**src/rtl/ac_rle_sequencer.sv**
```systemverilog
// Zigzag AC run-length sequencer: buffers one coefficient block, queries an external
// last-non-zero scanner, then streams (run, coef) / ZRL / EOB symbols with a ready/valid handshake.
module ac_rle_sequencer #(
  parameter int unsigned MCU_SIZE      = 8,
  parameter int unsigned COEF_BITWIDTH = 12,
  parameter int unsigned IDX_BITWIDTH  = 6
) (
  input  logic                                        clk,
  input  logic                                        n_rst,
  input  logic [MCU_SIZE*MCU_SIZE*COEF_BITWIDTH-1:0]  i_data,
  input  logic                                        i_valid,
  output logic                                        o_ready,
  output logic                                        o_scan_start,
  input  logic [IDX_BITWIDTH-1:0]                     i_scan_idx,
  input  logic                                        i_scan_valid,
  output logic [3:0]                                  o_run,
  output logic [COEF_BITWIDTH-1:0]                    o_coef,
  output logic                                        o_zrl,
  output logic                                        o_eob,
  output logic                                        o_valid,
  input  logic                                        i_ready
);

  localparam int unsigned N  = MCU_SIZE * MCU_SIZE;
  localparam int unsigned CW = COEF_BITWIDTH;
  localparam int unsigned IW = IDX_BITWIDTH;
  localparam logic [IW-1:0] MAX_IDX = IW'(N - 1);

  typedef enum logic [2:0] {S_IDLE, S_START, S_SCAN, S_EMIT, S_EOB} state_e;

  state_e          state_q, state_d;
  logic [IW-1:0]   k_q, k_d;
  logic [3:0]      r_q, r_d;
  logic [IW-1:0]   last_q, last_d;
  logic            valid_q, valid_d;
  logic [3:0]      run_q, run_d;
  logic [CW-1:0]   coef_q, coef_d;
  logic            zrl_q, zrl_d;
  logic            eob_q, eob_d;
  logic            ready_q, ready_d;
  logic            scan_start_q, scan_start_d;
  logic [CW-1:0]   blk_q [N];

  logic            accept;
  logic            hs;
  logic            examine;
  logic [IW-1:0]   cur_k;
  logic [3:0]      cur_r;

  assign accept = (state_q == S_IDLE) && ready_q && i_valid;
  assign hs     = valid_q && i_ready;

  // Block buffer keeps the coefficients stable for the scanner and the emitter.
  always_ff @(posedge clk) begin
    if (accept) begin
      for (int i = 0; i < int'(N); i++) begin
        blk_q[i] <= i_data[i*CW +: CW];
      end
    end
  end

  always_comb begin
    state_d  = state_q;
    k_d      = k_q;
    r_d      = r_q;
    last_d   = last_q;
    valid_d  = valid_q;
    run_d    = run_q;
    coef_d   = coef_q;
    zrl_d    = zrl_q;
    eob_d    = eob_q;
    cur_k    = k_q;
    cur_r    = r_q;
    examine  = 1'b0;

    case (state_q)
      S_IDLE: begin
        k_d = IW'(1);
        r_d = 4'd0;
        if (accept) state_d = S_START;
      end
      S_START: state_d = S_SCAN;
      S_SCAN: begin
        if (i_scan_valid) begin
          last_d = i_scan_idx;
          k_d    = IW'(1);
          r_d    = 4'd0;
          if (i_scan_idx == '0) begin
            state_d = S_EOB;
            valid_d = 1'b1;
            eob_d   = 1'b1;
          end else begin
            state_d = S_EMIT;
          end
        end
      end
      S_EMIT: begin
        // An accepted symbol retires index k and the next index is examined in the same cycle.
        if (hs) begin
          if (k_q == last_q) begin
            valid_d = 1'b0;
            if (last_q == MAX_IDX) begin
              state_d = S_IDLE;
            end else begin
              state_d = S_EOB;
              valid_d = 1'b1;
              eob_d   = 1'b1;
              zrl_d   = 1'b0;
              run_d   = 4'd0;
              coef_d  = '0;
            end
          end else begin
            cur_k   = IW'(k_q + 1'b1);
            cur_r   = 4'd0;
            examine = 1'b1;
          end
        end else if (!valid_q) begin
          examine = 1'b1;
        end

        if (examine) begin
          valid_d = 1'b0;
          k_d     = cur_k;
          r_d     = cur_r;
          if (blk_q[cur_k] == '0) begin
            if (cur_r == 4'd15) begin
              valid_d = 1'b1;
              zrl_d   = 1'b1;
              run_d   = 4'd15;
              coef_d  = '0;
            end else begin
              k_d = IW'(cur_k + 1'b1);
              r_d = 4'(cur_r + 4'd1);
            end
          end else begin
            valid_d = 1'b1;
            zrl_d   = 1'b0;
            run_d   = cur_r;
            coef_d  = blk_q[cur_k];
          end
        end
      end
      S_EOB: begin
        if (i_ready) begin
          valid_d = 1'b0;
          state_d = S_IDLE;
        end
      end
      default: state_d = S_IDLE;
    endcase

    // Symbol fields read as zero whenever nothing is presented.
    if (!valid_d) begin
      run_d  = 4'd0;
      coef_d = '0;
      zrl_d  = 1'b0;
      eob_d  = 1'b0;
    end

    ready_d      = (state_d == S_IDLE);
    scan_start_d = (state_d == S_START);
  end

  always_ff @(posedge clk or negedge n_rst) begin
    if (!n_rst) begin
      state_q      <= S_IDLE;
      k_q          <= IW'(1);
      r_q          <= 4'd0;
      last_q       <= '0;
      valid_q      <= 1'b0;
      run_q        <= 4'd0;
      coef_q       <= '0;
      zrl_q        <= 1'b0;
      eob_q        <= 1'b0;
      ready_q      <= 1'b0;
      scan_start_q <= 1'b0;
    end else begin
      state_q      <= state_d;
      k_q          <= k_d;
      r_q          <= r_d;
      last_q       <= last_d;
      valid_q      <= valid_d;
      run_q        <= run_d;
      coef_q       <= coef_d;
      zrl_q        <= zrl_d;
      eob_q        <= eob_d;
      ready_q      <= ready_d;
      scan_start_q <= scan_start_d;
    end
  end

  assign o_ready      = ready_q;
  assign o_scan_start = scan_start_q;
  assign o_valid      = valid_q;
  assign o_run        = run_q;
  assign o_coef       = coef_q;
  assign o_zrl        = zrl_q;
  assign o_eob        = eob_q;

endmodule

```
**config.mk**
```make
export PLATFORM = sky130hd
export DESIGN_NAME = ac_rle_sequencer
export DESIGN_NICKNAME = d
export VERILOG_FILES = /design/src/rtl/ac_rle_sequencer.sv
export SDC_FILE = /design/constraint.sdc
export NUM_CORES = 1
export LEC_CHECK = 0
export CORE_ASPECT_RATIO = 2
export CORE_MARGIN = 5
export CORE_UTILIZATION = 35
export DETAILED_ROUTE_END_ITERATION = 6
export PLACE_DENSITY = 0.68
export SETUP_SLACK_MARGIN = 0.15
export SLEW_MARGIN = 20
export SYNTH_ARGS = -nofsm -noshare
export SYNTH_HDL_FRONTEND = slang
export SYNTH_SLANG_ARGS = --single-unit
export TNS_END_PERCENT = 30
```
**constraint.sdc**
```tcl
create_clock -name clk -period 32.6 [get_ports clk]
set_clock_uncertainty 0.05 [all_clocks]
set_input_delay 9.78 -clock clk [delete_from_list [all_inputs] [get_ports clk]]
set_output_delay 9.78 -clock clk [all_outputs]
set_load 0.1 [all_outputs]
```
==> results.ini <==
[clock_tree]
clkTransAtPathRegs_ns=0.07
clkSinkCount=808
cts_buffers=77
clock_latency_ns=0.69
ctsResizeCount=0
cts_buffer_depth=3
h-tree-depth=3
postCtsHoldBufs=0
cts_tree=yes
cts_root_buf=clkbuf_16
cts_setup_buffers=0

[setup_path]
reg2reg_slack_ns=24.45
crit_fanout=41
worstPathArrival_ns=17.33
worstPathRequired_ns=33.13
end_kind=flip-flop
setup.worst_path.class=in -> reg
start_kind=primary input

[yosys]
synth_simple_gate_area_frac=0.0882
synth_cell_types=99
synth-edff-count=768
synthFlopType=edfxtp_1
yosysSeqAreaShare=0.694
synth_xor_area_frac=0.00469
async_reset_ff_frac=0.0495
yosys-top-cells-area=edfxtp_1, mux2i_1, nand2_1, dfrtp_1, mux4_2
ys_seq_elements=808
synth_fa_ha_area_frac=0.00108
synth_top_family_by_area=compound AO/OA/AOI/OAI gates
synth_most_common_cell=edfxtp_1
synth_nets=3161
synth.mux.area_fraction=0.0701
synth_top_cell_by_area=edfxtp_1
syn_area_um2=34700
synth_compound_area_frac=0.116
synthTopCellsByCount=edfxtp_1, nand2_1, mux2i_1
synthCells=2379
synth_top_area_share=0.665
avgSynthCellArea_um2=14.6
ys_warn_count=0

[floorplanning]
die_h_um=455
start_util=0.352
rows=163
core_um2=98500
ios=800
die_width_um=233
dieArea_um2=106000

[route]
num_vias=25900
dr.pass1.iters=5
drc=0
drt_iter0_drc=2919
antenna_left=0
post_drt_wl_per_cell_um=34.9
via_per_inst=5.70
routed_wirelength_um=159000

[finish]
nets=3926
syn_to_final_growth_pct=34.9
num-fill-cells=8669
final_layout_size_suffix_gt1_frac=0.0962
fin_area_um2=46800

[worst_hold_path]
worst_hold_path_type=reg -> reg

[placement]
numPortBuffers=799
dp_slack_ns=15.34
hpwlAfterDp_um=120000
placed_cell_area_um2=44100
finalWeightedCongestion=0.944

[power]
fin_total_pwr_mw=3.63
power.density_nw_per_um2=77.6
ir_drop_mv=0.0575
p_leak_nw=15.5

[sta]
fin_ws_ns=15.80
setup_violations=0
period_share=0.515
slew_headroom=0.193
setup-tns-final_ns=0
maxSlewViolCount=0
tightest_slew_ns=1.21
rsz0062_at_grt=no
final.min_clock_period_ns=16.80
final_hold_viol_count=0
fmax_ghz=0.0595

[grt]
track_usage=0.289
globalRouteOverflowTotal=0
first_global_vias=26000
grt_pass1_wl_um=211000
grt_max_degree=174
grt_antenna_before_repair=47

[flow_run]
maxCapViolations=0

[run_status]
outcome=complete, no violations

[layout make-up]
type,instances,area (um^2),share of cell area
Antenna cell,29,72.6,0.00155
Clock inverter,47,581,0.0124
Sequential cell,808,24100,0.515
Multi-Input combinational cell,1392,9920,0.212
Timing Repair Buffer,855,8420,0.180
Inverter,10,45.0,0.000963
Clock buffer,91,2000,0.0428
Tap cell,1320,1650,0.0353
[worst max-delay path: stages]
cell and delay [ns]:
clkdlybuf4s50_1 0.61, nand3_1 0.54, and2_1 0.43, a21o_2 0.48, nor2_4 0.64, buf_4 0.62
nand2_1 0.64, o32ai_1 0.92, o31ai_1 0.26, nor3_1 0.26, nor3_1 0.17, nor4_4 0.79
a31oi_1 0.26, o221ai_4 0.57, o21ba_2 0.24
[logic make-up after synthesis]
logic type | Yosys count
AOI/OAI and AO/OA | 550
xor gates and xnor gates | 16
adders and majority gates | 3
buffers and inverters | 179
DFF | 808
muxes | 198
and+or+nand+nor | 625
[state kept, by name, indices dropped and copies added (netlist names)]
name and count:
blk_q 768, k_q 6, last_q 6, o_coef 12, o_eob 1, o_ready 1
o_run 4, o_scan_start 1, o_valid 1, o_zrl 1, r_q 4, state_q 3
[path summary, 6_finish.rpt]
kind                           start          to  cells after the start
min in group asynchronous      n_rst   last_q[2]                      1
hold reg to reg            o_coef[4]   o_coef[4]                      2
hold / removal             o_coef[4]   o_coef[4]                      2
setup / recovery             i_ready  o_coef[11]                     15
setup reg to reg              k_q[0]  o_coef[11]                     16
max in group asynchronous      n_rst      k_q[1]                      1
[routing by layer]
layer  part of all wire  global-route usage  vias to the layer above  wire [um]
met3              0.089              0.0745                      316      14200
met1               0.34               0.324                    13000      54700
met4              0.058               0.148                       28       9230
met5             0.0011                   0                        -        182
met2               0.51               0.507                     1579      80400
li1                   -                   -                    11100          -
[layout by cell type, fill, tap and decap left out, drive strengths merged, types with 39 or more instances in the layout]
master           n
edfxtp         768
nand2          284
a211oi          80
and3            77
buf             67
a21oi           95
clkbuf          91
clkdlybuf4s50  788
dfrtp           39
nor2            47
o21ai           69
nand3           87
mux2i          138
[through the flow]
stage | utilization | std cells | hold WS, ns
floorplan | - | 2379 | 0.463
global placement | 0.448 | 4385 | 0.503
detailed placement | 0.448 | 4385 | 0.498
CTS | 0.474 | 4523 | 0.509
global route | 0.474 | 4538 | 0.538
finish | 0.475 | 4552 | 0.511
[where the power goes]
group          internal, mW  switching, mW  leakage, nW
clock network         0.532          0.415         1.25
logic                 0.439          0.955         6.76
registers              1.24         0.0504         7.46
(Power assumes the default switching activity.)
==> patch: new RTL, config.mk and constraints unchanged <==
`r_q` no longer has a reset.
--- a/src/rtl/ac_rle_sequencer.sv
+++ b/src/rtl/ac_rle_sequencer.sv
@@ -167,3 +167,2 @@
       k_q          <= IW'(1);
-      r_q          <= 4'd0;
       last_q       <= '0;
@@ -179,3 +178,2 @@
       k_q          <= k_d;
-      r_q          <= r_d;
       last_q       <= last_d;
@@ -191,2 +189,6 @@
 
+  always_ff @(posedge clk) begin
+    r_q <= r_d;
+  end
+
   assign o_ready      = ready_q;
Check against the original RTL: not settled (the Yosys comparison gave no result); the edit may change what the design does.
==> patch against the unedited design <==
  * Setup slack improved by 0.40 ns
  * Power shrank 0.62%
  * Die area rose by 1.2%
  * First-iteration DRC count fell by 9.7%
  * Synthesized area increased by 1.2%
  * Routed wire length fell by 5.4%
  * Critical path depth grew 2
  * Sequential cell count stayed put
  * Sequential share of layout area shrank 0.52 points
  * Utilization fell by 0.055 points
  * Clock power is 1% lower
  * Final area grew 1.1%
  * Synthesized cell count rose by 7.1%
==> patch: results <==
metrics = {
    "yosys": {
        "synth_top_area_frac": 0.661,
        "syn_avg_cell_area_sq_um": 13.8,
        "synth.top_cells.by_area": "edfxtp_1 (66%), mux2i_1 (5.2%), nand2_1 (4.0%)",
        "ys_seq_area_frac": 0.686,
        "synth_commonest_cells": "edfxtp_1 (772), nand2_1 (370), mux2i_1 (181)",
        "ys_async_sr_fraction": 0.0446,
        "synth_cell_types": 86,
        "syn-num-nets": 3330,
        "synth-edff-count": 772,
    },
    "cts": {
        "clock_latency_ns": 0.71,
        "path_clk_slew_ns": 0.06,
        "numCtsBuffers": 78,
        "cts-root-buf": "clkbuf_16",
        "clockBufferDepth": 3,
        "cts_setup_buffers": 0,
    },
    "final_layout": {
        "fillers": 8915,
        "drive_gt1_frac": 0.0818,
        "finalNetCount": 4101,
        "largest_register_ffs": 768,
    },
    "worst_setup_path": {
        "crit_start": "i_ready",
        "cp_max_fo": 49,
        "worstPathArrival_ns": 16.93,
    },
    "pwr": {
        "switching_share": 0.406,
        "vdd_drop_max_mv": 0.0763,
        "leakagePower_uw": 0.0158,
    },
    "place": {
        "dp_cells": 4567,
        "gp_congestion": 0.945,
        "port_buffers": 799,
        "hpwl_um": 112000,
    },
    "grt": {
        "grt_use_total": 0.270,
        "grt_start_max_net_pins": 203,
        "grt_pass1_wl_um": 204000,
        "antenna_found_initial": 42,
    },
    "routing": {
        "num_vias": 26649,
        "wl_um": 150000,
        "wl_per_cell_um": 31.8,
        "drtIter0Drc": 2636,
        "drtPass1Iterations": 6,
    },
    "outcome": {
        "status": "finished clean",
    },
    "hold_path": {
        "min_from": "o_coef[5]",
    },
    "timing": {
        "slew_viol_final": 0,
        "slew_headroom": 0.182,
    },
}
[patch: changes by cell type after synthesis, moves of 34 or more]
cell	delta
nor2_1	+40
and3_1	-66
mux2i_1	+43
nand3_1	+58
a211oi_1	-34
nand2_1	+90
[patch: cell families after synthesis]
family,Yosys count,synth area share
DFF,808,0.686
xor gates and xnor gates,15,0.00417
buffers and inverters,181,0.0232
AOI/OAI and AO/OA,579,0.116
and+or+nand+nor,736,0.0948
muxes,226,0.0744
adders and majority gates,3,0.00107
[patch: worst max-delay path: stages]
cell,delay [ns]
clkdlybuf4s50_1,0.58
nand3_1,0.20
nor2_1,0.16
a21boi_1,0.59
nor2_4,0.25
buf_4,0.35
buf_4,0.40
nor2_4,0.87
a32oi_1,0.34
nand3_1,0.30
o21ai_0,0.14
o21ai_0,0.48
and4b_1,0.42
o2111ai_4,0.28
nor2_2,0.54
a311o_1,0.82
o21ba_1,0.25
[patch: path summary, 6_finish.rpt]
path | endpoint | slack (ns) | cells after the start
worst max register to register | o_coef[11] | 24.53 | 16
worst min-delay path | o_coef[5] | 0.50 | 2
worst max-delay path | o_coef[11] | 16.20 | 17
min in group asynchronous | last_q[1] | 9.16 | 1
worst min register to register | o_coef[5] | 0.50 | 2
max in group asynchronous | k_q[1] | 22.63 | 1
[patch: power groups by stage]
stage	registers (uW)	clock network [uW]	logic, uW
detailed placement	1220	0	1480
finish	1200	933	1470
floorplan	1250	0	781
global placement	1220	0	1470
global route	1200	986	1550
CTS	1200	948	1490
[patch: layout make-up]
cell class	instances	area, sq um	area share
diodes	25	62.6	0.00132
clock buffers	87	1990	0.0420
clock inverters	49	562	0.0119
inverters	12	52.6	0.00111
multi-input cells	1559	10400	0.220
flip-flops and latches	808	24100	0.510
well taps	1328	1660	0.0351
repair buffers	860	8490	0.179
[patch: metal layers]
layer  part of all wire  up-vias  global-route usage
met3              0.089      357              0.0663
met5            0.00069        -                   0
li1                   -    11578                   -
met2               0.52     1525               0.482
met1               0.34    13171               0.295
met4              0.054       18               0.138
[patch: per-stage QoR]
| step | cell area (sq um) | setup slack (ns) | utilization | total power (uW) |
|---|---|---|---|---|
| finish | 47300 | 16.20 | 0.474 | 3600 |
| global route | 47300 | 15.79 | 0.474 | 3740 |
| CTS | 47200 | 16.18 | 0.473 | 3640 |
| detailed placement | 44700 | 15.43 | 0.448 | 2700 |
| global placement | 44700 | 15.56 | 0.448 | 2690 |
| floorplan | 35100 | 2.01 | - | 2030 |
